===== src/rtl/alu_seq.sv =====
// Sequential ALU with {C,Z} status output and a write strobe for the status-word register.
// Optional shift-add multiply for op 3'b111 is compiled in when ALU_SEQ_MUL_EN is defined.
module alu_seq #(
    parameter int WIDTH = 8
) (
    input  logic             clk_i,
    input  logic             rst_i,
    input  logic             start_i,
    input  logic [2:0]       op_i,
    input  logic [WIDTH-1:0] a_i,
    input  logic [WIDTH-1:0] b_i,
    output logic             busy_o,
    output logic             done_o,
    output logic [WIDTH-1:0] result_o,
    output logic [1:0]       flags_o,
    output logic             flags_wen_o
);

    typedef enum logic [1:0] {
        ST_IDLE = 2'd0,
`ifdef ALU_SEQ_MUL_EN
        ST_MUL  = 2'd2,
`endif
        ST_EXEC = 2'd1
    } state_t;

    state_t           state_q, state_d;
    logic [2:0]       op_q;
    logic [WIDTH-1:0] a_q, b_q;
    logic [WIDTH-1:0] result_q, result_d;
    logic [1:0]       flags_q, flags_d;
    logic             done_q, done_d;
    logic             wen_q, wen_d;
    logic             accept_s;
    logic [WIDTH-1:0] alu_res_s;
    logic             alu_c_s;
    logic [WIDTH:0]   sum_s, diff_s;

    assign accept_s = (state_q == ST_IDLE) && start_i;

`ifdef ALU_SEQ_MUL_EN
    localparam int CW = $clog2(WIDTH);

    logic [CW-1:0]      cnt_q;
    logic [2*WIDTH-1:0] acc_q, acc_d, mcand_q;
    logic [WIDTH-1:0]   mplier_q;
    logic               last_s;

    assign last_s = (cnt_q == CW'(WIDTH - 1));

    // Partial-product accumulation for the current multiplier bit
    always_comb begin
        acc_d = acc_q;
        if (mplier_q[0]) begin
            acc_d = acc_q + mcand_q;
        end else begin
            acc_d = acc_q;
        end
    end

    // Multiplier working registers: multiplicand shifts up, multiplier shifts down
    always_ff @(posedge clk_i or posedge rst_i) begin
        if (rst_i) begin
            acc_q    <= {(2*WIDTH){1'b0}};
            mcand_q  <= {(2*WIDTH){1'b0}};
            mplier_q <= {WIDTH{1'b0}};
            cnt_q    <= {CW{1'b0}};
        end else if (accept_s) begin
            acc_q    <= {(2*WIDTH){1'b0}};
            mcand_q  <= {{WIDTH{1'b0}}, a_i};
            mplier_q <= b_i;
            cnt_q    <= {CW{1'b0}};
        end else if (state_q == ST_MUL) begin
            acc_q    <= acc_d;
            mcand_q  <= mcand_q << 1;
            mplier_q <= mplier_q >> 1;
            cnt_q    <= cnt_q + CW'(1);
        end else begin
            acc_q    <= acc_q;
            mcand_q  <= mcand_q;
            mplier_q <= mplier_q;
            cnt_q    <= cnt_q;
        end
    end
`endif

    // State register
    always_ff @(posedge clk_i or posedge rst_i) begin
        if (rst_i) begin
            state_q <= ST_IDLE;
        end else begin
            state_q <= state_d;
        end
    end

    // Next-state logic
    always_comb begin
        state_d = state_q;
        case (state_q)
            ST_IDLE: begin
                if (start_i) begin
`ifdef ALU_SEQ_MUL_EN
                    if (op_i == 3'b111) begin
                        state_d = ST_MUL;
                    end else begin
                        state_d = ST_EXEC;
                    end
`else
                    state_d = ST_EXEC;
`endif
                end else begin
                    state_d = ST_IDLE;
                end
            end
            ST_EXEC: state_d = ST_IDLE;
`ifdef ALU_SEQ_MUL_EN
            ST_MUL: begin
                if (last_s) begin
                    state_d = ST_IDLE;
                end else begin
                    state_d = ST_MUL;
                end
            end
`endif
            default: state_d = ST_IDLE;
        endcase
    end

    // Operand capture at acceptance; later input changes are ignored
    always_ff @(posedge clk_i or posedge rst_i) begin
        if (rst_i) begin
            op_q <= 3'b000;
            a_q  <= {WIDTH{1'b0}};
            b_q  <= {WIDTH{1'b0}};
        end else if (accept_s) begin
            op_q <= op_i;
            a_q  <= a_i;
            b_q  <= b_i;
        end else begin
            op_q <= op_q;
            a_q  <= a_q;
            b_q  <= b_q;
        end
    end

    // Single-cycle ALU: sum/difference carry an extra bit for C
    always_comb begin
        sum_s     = {1'b0, a_q} + {1'b0, b_q};
        diff_s    = {1'b0, a_q} - {1'b0, b_q};
        alu_res_s = {WIDTH{1'b0}};
        alu_c_s   = 1'b0;
        case (op_q)
            3'b000: begin alu_res_s = sum_s[WIDTH-1:0];  alu_c_s = sum_s[WIDTH];  end
            3'b001: begin alu_res_s = diff_s[WIDTH-1:0]; alu_c_s = diff_s[WIDTH]; end
            3'b010: begin alu_res_s = a_q & b_q;         alu_c_s = 1'b0;          end
            3'b011: begin alu_res_s = a_q | b_q;         alu_c_s = 1'b0;          end
            3'b100: begin alu_res_s = a_q ^ b_q;         alu_c_s = 1'b0;          end
            3'b101: begin alu_res_s = {a_q[WIDTH-2:0], 1'b0}; alu_c_s = a_q[WIDTH-1]; end
            3'b110: begin alu_res_s = {1'b0, a_q[WIDTH-1:1]}; alu_c_s = a_q[0];       end
            default: begin alu_res_s = {WIDTH{1'b0}};    alu_c_s = 1'b0;          end
        endcase
    end

    // Output next-values: results and strobes only change at op completion
    always_comb begin
        result_d = result_q;
        flags_d  = flags_q;
        done_d   = 1'b0;
        wen_d    = 1'b0;
        case (state_q)
            ST_EXEC: begin
                result_d = alu_res_s;
                done_d   = 1'b1;
                if (op_q == 3'b111) begin
                    flags_d = flags_q;
                    wen_d   = 1'b0;
                end else begin
                    flags_d = {alu_c_s, (alu_res_s == {WIDTH{1'b0}})};
                    wen_d   = 1'b1;
                end
            end
`ifdef ALU_SEQ_MUL_EN
            ST_MUL: begin
                if (last_s) begin
                    result_d = acc_d[WIDTH-1:0];
                    flags_d  = {(acc_d[2*WIDTH-1:WIDTH] != {WIDTH{1'b0}}),
                                (acc_d[WIDTH-1:0] == {WIDTH{1'b0}})};
                    done_d   = 1'b1;
                    wen_d    = 1'b1;
                end else begin
                    result_d = result_q;
                    flags_d  = flags_q;
                end
            end
`endif
            default: begin
                result_d = result_q;
                flags_d  = flags_q;
            end
        endcase
    end

    // Registered outputs
    always_ff @(posedge clk_i or posedge rst_i) begin
        if (rst_i) begin
            result_q <= {WIDTH{1'b0}};
            flags_q  <= 2'b00;
            done_q   <= 1'b0;
            wen_q    <= 1'b0;
        end else begin
            result_q <= result_d;
            flags_q  <= flags_d;
            done_q   <= done_d;
            wen_q    <= wen_d;
        end
    end

    assign busy_o      = (state_q != ST_IDLE);
    assign done_o      = done_q;
    assign result_o    = result_q;
    assign flags_o     = flags_q;
    assign flags_wen_o = wen_q;

endmodule


===== config.mk =====
export PLATFORM = sky130hd
export DESIGN_NAME = alu_seq
export DESIGN_NICKNAME = d
export VERILOG_FILES = /design/src/rtl/alu_seq.sv
export SDC_FILE = /design/constraint.sdc
export NUM_CORES = 1
export LEC_CHECK = 0
export BUFFER_PORTS_ARGS = -buffer_cell sky130_fd_sc_hd__buf_4
export CORE_UTILIZATION = 50
export DETAILED_ROUTE_END_ITERATION = 8
export PLACE_DENSITY = 0.71
export SYNTH_ARGS = -nofsm -noshare
export SYNTH_HDL_FRONTEND = slang
export SYNTH_SLANG_ARGS = --single-unit
export TNS_END_PERCENT = 100

===== constraint.sdc =====
create_clock -name clk_i -period 3.48 [get_ports clk_i]
set_clock_uncertainty 0.1 [all_clocks]
set_input_delay 0.522 -clock clk_i [delete_from_list [all_inputs] [get_ports clk_i]]
set_output_delay 0.522 -clock clk_i [all_outputs]
set_load 0.02 [all_outputs]

==> results of run 1 <==
-- cells by family (layout without fill, tap and decap cells) --
kind of cell	Yosys count	in the layout	synth area share, %
XOR/XNOR	2	2	0.7144
adder cells (fa/ha/maj)	26	26	13.88
flip-flops	32	32	32.65
buffers and inverters	45	73	7.704
AO/OA/AOI/OAI	89	89	24.34
AND/OR/NAND/NOR	75	75	14.85
multiplexers	12	12	5.867
-- how the worst max path moves through the flow --
stage | startpoint | end | depth (start not counted)
after floorplan | a_q[0] | flags_o[0] | 10
after global placement | a_q[0] | flags_o[0] | 9
after detailed placement | a_q[0] | flags_o[0] | 10
after CTS | a_q[0] | flags_o[0] | 10
after global routing | a_q[0] | flags_o[0] | 9
final | a_q[0] | flags_o[0] | 10
-- worst register-to-register path, delay by kind of cell (launching register included) --
kind                       cells  cell delay, ns
AOI/OAI and AO/OA              5            1.01
adders and majority gates      2            0.65
buffers and inverters          1            0.09
DFF                            1            0.39
and+or+nand+nor                2            0.59
-- metal layers --
layer	GRT usage (%)	wire length, um
met1	32.74	2689
met4	6.536	46
met3	4.722	291
met5	0	0
met2	38.47	2611
-- layout by cell type (no fill, tap or decap), types with 2 or more instances in the layout --
master / synthesis / final
nand3_1: 6 / 6
a22o_1: 3 / 3
inv_1: 25 / 25
o21ai_0: 26 / 26
nand2b_1: 3 / 3
o311ai_0: 4 / 4
dfrtp_1: 32 / 32
buf_4: 2 / 40
nand2_1: 24 / 24
ha_1: 24 / 24
a311oi_1: 2 / 2
nor3b_1: 5 / 5
a22oi_1: 3 / 3
or3_1: 3 / 3
clkbuf_1: 12 / 2
nor2b_1: 6 / 5
fa_1: 2 / 2
o211ai_1: 2 / 2
o31ai_1: 2 / 2
clkbuf_8: 0 / 6
a31oi_1: 4 / 4
o21bai_1: 2 / 2
nor3_1: 2 / 2
mux2_2: 6 / 6
a21o_1: 3 / 3
mux2i_1: 5 / 5
o2bb2ai_1: 3 / 3
nor2_1: 20 / 20
a211o_1: 2 / 2
a211oi_1: 5 / 5
a32oi_1: 2 / 2
o21a_1: 2 / 2
a311o_1: 2 / 2
a21oi_1: 16 / 16
-- power by group through the flow --
stage	logic, mW	clock network, mW	registers (mW)
6_report	0.630	0.298	0.528
5_1_grt	0.701	0.321	0.540
4_1_cts	0.627	0.308	0.528
3_5_place_dp	0.622	0	0.535
3_3_place_gp	0.618	0	0.532
2_1_floorplan	0.435	0	0.536
-- flip-flops by register name, indices dropped and copies added (netlist names) --
register and count:
done_o 1, state_q 1, flags_wen_o 1, result_o 8, flags_o 2, a_q 8
op_q 3, b_q 8
-- metrics by stage --
step	instance area [um2]	power [mW]	setup WS, ns	hold slack, ns	util, %
floorplan	2452	0.9714	0.8240	0.4474	-
global placement	2744	1.150	0.6902	0.3756	58.09
detailed placement	2744	1.157	0.6201	0.3809	58.09
CTS	2834	1.462	0.5825	0.2333	60.00
global route	2834	1.562	0.3610	0.2650	60.00
finish	2834	1.456	0.5822	0.2103	60.00
-- synthesized netlist by cell type, types with 2 or more instances --
library cell	count	area share, %
nand3_1	6	1.2
a31oi_1	4	1.0
mux2i_1	5	2.0
nor3_1	2	0.41
o311ai_0	4	1.4
buf_2	4	0.82
o21a_1	2	0.61
nand2_1	24	3.7
o21bai_1	2	0.61
inv_1	25	3.8
o31ai_1	2	0.61
mux2_2	6	2.8
ha_1	24	12
fa_1	2	1.6
nor2b_1	6	1.5
nor2_1	20	3.1
a21oi_1	16	3.3
a311o_1	2	0.82
o211ai_1	2	0.61
o21ai_0	26	5.3
o2bb2ai_1	3	1.1
a22oi_1	3	0.92
clkbuf_1	12	1.8
dfrtp_1	32	33
buf_4	2	0.61
a211o_1	2	0.71
or3_1	3	0.77
nand2b_1	3	0.77
a211oi_1	5	1.5
a311oi_1	2	0.71
nor3b_1	5	1.5
a21o_1	3	0.92
a32oi_1	2	0.71
a22o_1	3	1.1
-- cell type report --
cell class	instances	area (um2)	area share (%)
repair buffers	40	300.3	10.60
flip-flops and latches	32	800.8	28.26
multi-input cells	204	1465	51.70
inverters	25	93.84	3.311
well taps	67	83.83	2.958
clock buffers	8	90.09	3.179
==> results.toml, run 1 <==
[route]
routedWlPerCell_um = 14.99
drtIter0Drc = 126
drt_pass1_iterations = 4
vias = 2102
routed_wirelength_um = 5638
drc = 0
ant_nets = 0
via_per_inst = 5.590

[cells_and_area]
nets = 356
diodes = 0
areaGrowthSynthToFinish_pct = 15.56
drive_gt1_share_pct = 17.80
instances_no_fill = 376
fillers = 451

[critical_path]
end_kind = "register"
start_kind = "register"
cpMaxStageDelayCell = "fa_1"
required_ns = 3.60
crit_type = "register to register"
r2r_start = "a_q[0]"
critPathTopFamily = "compound AO/OA/AOI/OAI gates"
cp_common_cell = "a31oi_1"
cp_max_fo = 4
r2r_end = "flags_o[0]"
slowest_delay_ns = 0.41
reg2reg_depth = 10
path_cells = "inv_1, ha_1, fa_1, or3_4, a311o_1, a31oi_1, a31oi_1, a311oi_1, and3_1, a22o_2"
crit_buf_inv = 1
crit_arrival_ns = 3.02
r2r_setup_slack_ns = 0.58

[global_route]
grt_use_total_pct = 23.83
grt_max_degree = 33
antenna_found_initial = 0
grt_pass1_wl_um = 9632
grt_pass1_vias = 2011
grt_overflow_total = 0

[clocking]
worstSkewPairLatency_ns = 0.29
hold_buffers = 0
clkTransAtPathRegs_ns = 0.07
clkSinkCount = 32
cts_buffers = 5
htree_levels = 2
cts-root-buf = "clkbuf_8"
post-cts-setup-buffer-count = 0
cts_resized = 0
cts_tree = "yes"
cts_buffer_depth = 2

[sta]
setup_tns_ns = 0
tightestPinTransition_ns = 0.9490
hold_viol = 0
period_minus_slack_ns = 2.898
rsz0062_at_grt = "false"
slew_headroom_pct = 36.73
drv_slew = 0
clock.fmax_mhz = 345.1
setup_viol = 0
fin_crit_sh_pct = 83.27

[yosys]
ys_ff_latch = 32
synth-edff-count = 0
synth_cell_type_count = 51
syn_avg_cell_area_um2 = 8.727
synthFlopType = "dfrtp_1"
synth_warnings = 0
synth_area_um2 = 2452
syn_nets = 329
synth_seq_area_share_pct = 32.65
synth-async-reset-ratio_pct = 100.0
synth_cells = 281

[die]
rows = 25
die_h_um = 72.04
start_util_pct = 51.92
ioPinCount = 35
dieArea_um2 = 5189
core_area_um2 = 4723
fp.dieW_um = 72.04

[pwr]
power_density_nw_per_um2 = 513.9
p_int_mw = 0.8825
swShare_pct = 39.41
leakage_nw = 1.340
pwr-share-seq_pct = 36.3
clkPwrFrac_pct = 20.5
switchingPower_mw = 0.5739
peakVddDrop_mv = 0.2795
p_comb_share_pct = 43.2

[run]
drv_cap = 0

[placement]
dp_cells = 368
gp_congestion = 0.9154
dp_hpwl_um = 4127
port_buffers = 34

[status]
status = "completed"

[min_path]
hp-class = "input port to asynchronous set/reset pin"
Power figures use the tool's default switching activity.
==> inputs of run 2 (changes only) <==
PLACE_DENSITY = 0.74   (was 0.71)
clock period = 2.44 ns   (was 3.48 ns; I/O delays follow)
==> run 2 against run 1 <==
  * The run now ends with design-rule violations, negative setup slack left
  * Sequential share of layout area down 3.4 points
  * Worst hold slack worse by 0.16 ns
  * Flip-flop and latch count unchanged
  * Total power up 63%
  * Die area unchanged
  * Wire length up 14%
  * Non-clock buffer count up 43
  * Largest cell class unchanged
  * Largest power group unchanged
==> results.toml, run 2 (synthesis results as in run 1) <==
[status]
status = "finished, violations left"
violations = "design-rule violations, negative setup slack"

[die]
fp.dieW_um = 72.04
ioPinCount = 35
die_h_um = 72.04
dieArea_um2 = 5189
core_area_um2 = 4723
rows = 25
start_util_pct = 51.92

[sta]
period_minus_slack_ns = 2.666
hold_viol = 0
rsz0062_at_grt = "true"
whs_ns = 0.05484
drv_slew = 0
slew_headroom_pct = 72.07
fin_crit_sh_pct = 109.3
setup_viol = 4
clock.fmax_mhz = 375.1
fin_ws_ns = -0.2259
tightestPinTransition_ns = 0.4189

[critical_path]
end_kind = "register"
cp_max_fo = 3
crit_arrival_ns = 2.79
start_kind = "register"
cp_common_cell = "a31oi_1"
required_ns = 2.57
crit_type = "register to register"
critPathTopFamily = "compound AO/OA/AOI/OAI gates"
path_cells = "inv_2, ha_4, fa_2, or3_4, a311o_1, a31oi_1, a31oi_1, a311oi_1, and3_1, a22o_2"
slowest_delay_ns = 0.39
crit_buf_inv = 1
cpMaxStageDelayCell = "dfrtp_1"

[global_route]
grt_max_degree = 33
grt_pass1_wl_um = 10400
grt_use_total_pct = 26.14
antenna_found_initial = 0
grt_pass1_vias = 2163
grt_overflow_total = 0

[placement]
place_worst_setup_slack_ns = -0.2441
gp_congestion = 0.8848
port_buffers = 34
dp_hpwl_um = 4867

[route]
routed_wirelength_um = 6402
via_per_inst = 5.473
drt_pass1_iterations = 7
vias = 2293
routedWlPerCell_um = 15.28
drc = 2
drtIter0Drc = 189
ant_nets = 0

[run]
drv_cap = 0

[clocking]
cts-root-buf = "clkbuf_8"
clkTransAtPathRegs_ns = 0.07
htree_levels = 2
cts_tree = "yes"
hold_buffers = 0
clkSinkCount = 32
cts_buffer_depth = 2
worstSkewPairLatency_ns = 0.29
cts_buffers = 5

[cells_and_area]
fillers = 417
areaGrowthSynthToFinish_pct = 31.48
multi_input_area_um2 = 1526
final_common_cell = "buf_4"
diodes = 0
drive_gt1_share_pct = 33.24
final_cell_mix = "buf_4, dfrtp_1, nand2_1, o21ai_0, inv_1"
nets = 399
seq_area_um2 = 802.0

[pwr]
p_comb_share_pct = 52.1
leakage_nw = 1.545
p_int_mw = 1.456
clkPwrFrac_pct = 18.3
pwr-share-seq_pct = 29.7
peakVddDrop_mv = 0.3313
swShare_pct = 38.64
totalPowerFinal_mw = 2.373
power_density_nw_per_um2 = 736.1
switchingPower_mw = 0.9170

[min_path]
hp-class = "input port to asynchronous set/reset pin"
==> run 2: final timing paths <==
kind	from	to	slack, ns	cells after the start
worst min-delay path	rst_i	a_q[1]	0.05	3
worst max register to register	a_q[0]	flags_o[0]	-0.23	10
worst min register to register	result_o[0]	result_o[0]	0.39	1
worst max-delay path	a_q[0]	flags_o[0]	-0.23	10
min in group clk_i	a_i[5]	a_q[5]	0.17	3
max in group asynchronous	rst_i	b_q[1]	1.85	3
==> run 2: through the flow <==
step	cell area (um2)	utilization, %	cells	TNS [ns]
after CTS	3166	67.02	415	-0.5332
after global placement	3054	64.66	406	-0.3421
after detailed placement	3054	64.66	406	-0.6386
after floorplan	2477	-	281	-0.04944
final	3224	68.26	419	-0.7699
after global routing	3224	68.26	419	-1.210
==> run 2: final cells by class <==
class / instances / area share (%)
repair buffers: 83 / 19.32
flip-flops and latches: 32 / 24.87
multi-input cells: 204 / 47.34
inverters: 25 / 2.988
clock inverters: 2 / 0.3104
well taps: 67 / 2.600
clock buffers: 6 / 2.561
==> run 2: worst reg2reg max path, stage by stage, from the launching register on <==
cell	delay [ns]
dfrtp_1	0.39
inv_2	0.07
ha_4	0.16
fa_2	0.35
or3_4	0.38
a311o_1	0.31
a31oi_1	0.18
a31oi_1	0.06
a311oi_1	0.28
and3_1	0.21
a22o_2	0.12
==> run 2: what timing repair did <==
action	4_1_cts	5_1_grt
gates resized for setup	5	11
buffers inserted	1	4
setup endpoints to repair	6	6
pin swaps	3	5
==> run 2: power by group through the flow <==
stage / Sequential [mW] / Clock, mW / Combinational [mW]
after floorplan: 0.767 / 0 / 0.629
after global placement: 0.707 / 0 / 1.13
after detailed placement: 0.712 / 0 / 1.15
after CTS: 0.703 / 0.449 / 1.17
after global routing: 0.717 / 0.464 / 1.35
final: 0.704 / 0.433 / 1.24
==> run 2: metal layers <==
metal  vias up  share of wire (%)  track usage, %
li1       1132                  -               -
met4         0                1.2           6.972
met3         9                4.9           4.167
met2        71                 48           43.08
met5         -                  0               0
met1      1081                 45           35.89
==> inputs of run 3 (changes only) <==
ABC_AREA = 1   (was unset)
==> run 3 against run 2 <==
  * The flow now finishes without violations
  * Synthesized cell count up 29%
  * Cell count is 9.8% higher
  * Core utilization down 7.9 points
  * Critical path depth increased by 3
  * Via count is 5.6% higher
  * Sequential share of layout area increased by 3.0 points
  * Critical endpoint is now flags_o[1]
==> results.toml, run 3 <==
[pwr]
p_int_mw = 1.164
pwr-share-seq_pct = 34.6
peakVddDrop_mv = 0.4418
switchingPower_mw = 0.8876
clkPwrFrac_pct = 20.2
leakage_nw = 1.568
p_comb_share_pct = 45.2
power_density_nw_per_um2 = 715.4
swShare_pct = 43.26

[placement]
dp_cells = 452
port_buffers = 34
gp_congestion = 0.9360
dp_hpwl_um = 4648

[yosys]
synth_commonest_cells = "nand2_1, inv_1, dfrtp_1"
synth.area.top_cells = "dfrtp_1, nand2_1, ha_1, inv_1, nand3_1"
syn_avg_cell_area_um2 = 6.892
syn_nets = 410
synth_area_um2 = 2495
synth_cells = 362
synth_compound_area_share_pct = 10.83
ys_ff_latch = 32
synth-async-reset-ratio_pct = 100.0
synth-edff-count = 0
synthDominantCellAreaShare_pct = 32.10
synthAdderAreaFrac_pct = 13.64
synth_mux_area_share_pct = 0
synth_warnings = 0
synth_cell_type_count = 27
synth_top_family_by_area = "simple AND/OR/NAND/NOR gates"
synth_seq_area_share_pct = 32.10
synthFlopType = "dfrtp_1"
synth_most_common_cell = "nand2_1"
yosys.area_share.simple_pct = 32.30
synth_area_leader_cell = "dfrtp_1"
synth-xor-area-share_pct = 0.3511

[cells_and_area]
nets = 440
diodes = 0
final_cell_mix = "nand2_1, inv_1, buf_4, dfrtp_1"
areaGrowthSynthToFinish_pct = 14.94
fin_util_pct = 60.32
instances_no_fill = 460
final_common_cell = "nand2_1"
drive_gt1_share_pct = 15.01

[route]
drc = 0
drt_pass1_iterations = 4
vias = 2421
drtIter0Drc = 214
routedWlPerCell_um = 13.08
via_per_inst = 5.263
ant_nets = 0
routed_wirelength_um = 6018

[critical_path]
start_kind = "register"
cp-endpoint = "flags_o[1]"
worst-path-stages = 13
reg2reg_depth = 13
crit_buf_inv = 2
critPathTopFamily = "adder cells"
cpMaxStageDelayCell = "fa_2"
cp_max_fo = 4
r2r_setup_slack_ns = 0.27
required_ns = 2.53
r2r_end = "flags_o[1]"
crit_type = "register to register"
r2r_start = "a_q[0]"
slowest_delay_ns = 0.38
path_cells = "inv_1, ha_1, fa_2, inv_1, nand2_1, nand2_1, nand3_1, nand2_1, a21oi_1, o21ai_0, nand3b_1, nand2_1, nand2_1"
end_kind = "register"
cp-startpoint = "a_q[0]"
crit_arrival_ns = 2.26
cp_common_cell = "nand2_1"

[clocking]
htree_levels = 2
hold_buffers = 0
worstSkewPairLatency_ns = 0.29
cts_buffer_depth = 2
cts_tree = "yes"
clkSinkCount = 32
cts_buffers = 5
clkTransAtPathRegs_ns = 0.07
cts_resized = 0
cts-root-buf = "clkbuf_8"
post-cts-setup-buffer-count = 0

[die]
fp.dieW_um = 72.64
dieArea_um2 = 5277
ioPinCount = 35
die_h_um = 72.64
core_area_um2 = 4755
rows = 25
start_util_pct = 52.47

[global_route]
grt_pass1_vias = 2191
grt_use_total_pct = 25.52
antenna_found_initial = 0
grt_pass1_wl_um = 10330
grt_overflow_total = 0
grt_max_degree = 40

[sta]
setup_tns_ns = 0
drv_slew = 0
rsz0062_at_grt = "false"
tightestPinTransition_ns = 0.5123
whs_ns = 0.05390
fin_crit_sh_pct = 89.09
slew_headroom_pct = 65.85
setup_viol = 0
period_minus_slack_ns = 2.174
clock.fmax_mhz = 460.0
hold_viol = 0

[run]
drv_cap = 0

[min_path]
hp-class = "input port to asynchronous set/reset pin"

[status]
status = "completed"
run 3: power by group through the flow:
| stage | combinational, mW | clock, mW | sequential, mW |
|---|---|---|---|
| CTS | 0.915 | 0.419 | 0.709 |
| finish | 0.928 | 0.415 | 0.709 |
| global route | 1.04 | 0.443 | 0.726 |
| floorplan | 0.601 | 0 | 0.765 |
| detailed placement | 0.911 | 0 | 0.719 |
| global placement | 0.900 | 0 | 0.716 |
run 3: cell families (layout without fill, tap and decap cells):
logic type	count (synthesis)	count (layout)
simple gates	188	188
buf+inv	64	95
compound gates	51	51
flops	32	32
fa+ha+maj	26	26
xor+xnor	1	1
run 3: how the worst min path moves through the flow:
stage | endpoint | cells after the start
floorplan | a_q[0] | 1
global placement | b_q[6] | 3
detailed placement | result_o[1] | 2
CTS | done_o | 3
global route | b_q[4] | 3
finish | a_q[6] | 3
run 3: final cells by class:
class	instances	area, um2
inverter	50	187.7
fill	465	1887
clock inverter	3	18.77
clock buffer	5	68.82
multi-input combinational	266	1430
sequential	32	800.8
tap	67	83.83
timing repair buffer	37	277.8
run 3: tightest hold or removal path, stage by stage:
cell,delay [ns]
buf_4,0.11
inv_1,0.04
buf_4,0.35
run 3: routing by layer:
metal  vias up  part of all wire [%]  global-route usage (%)
li1       1216                     -                       -
met1      1091                    44                   35.71
met2       101                    46                   40.19
met3        13                   7.7                   5.249
met4         0                   1.9                   6.972
met5         -                     0                       0
run 3: through the flow:
| step | instance area, um2 | setup slack, ns | power, mW |
|---|---|---|---|
| 2_1_floorplan | 2495 | 0.5083 | 1.366 |
| 3_3_place_gp | 2775 | 0.2410 | 1.616 |
| 3_5_place_dp | 2775 | 0.2039 | 1.630 |
| 4_1_cts | 2863 | 0.1934 | 2.043 |
| 5_1_grt | 2868 | 0.04169 | 2.213 |
| 6_report | 2868 | 0.2662 | 2.052 |
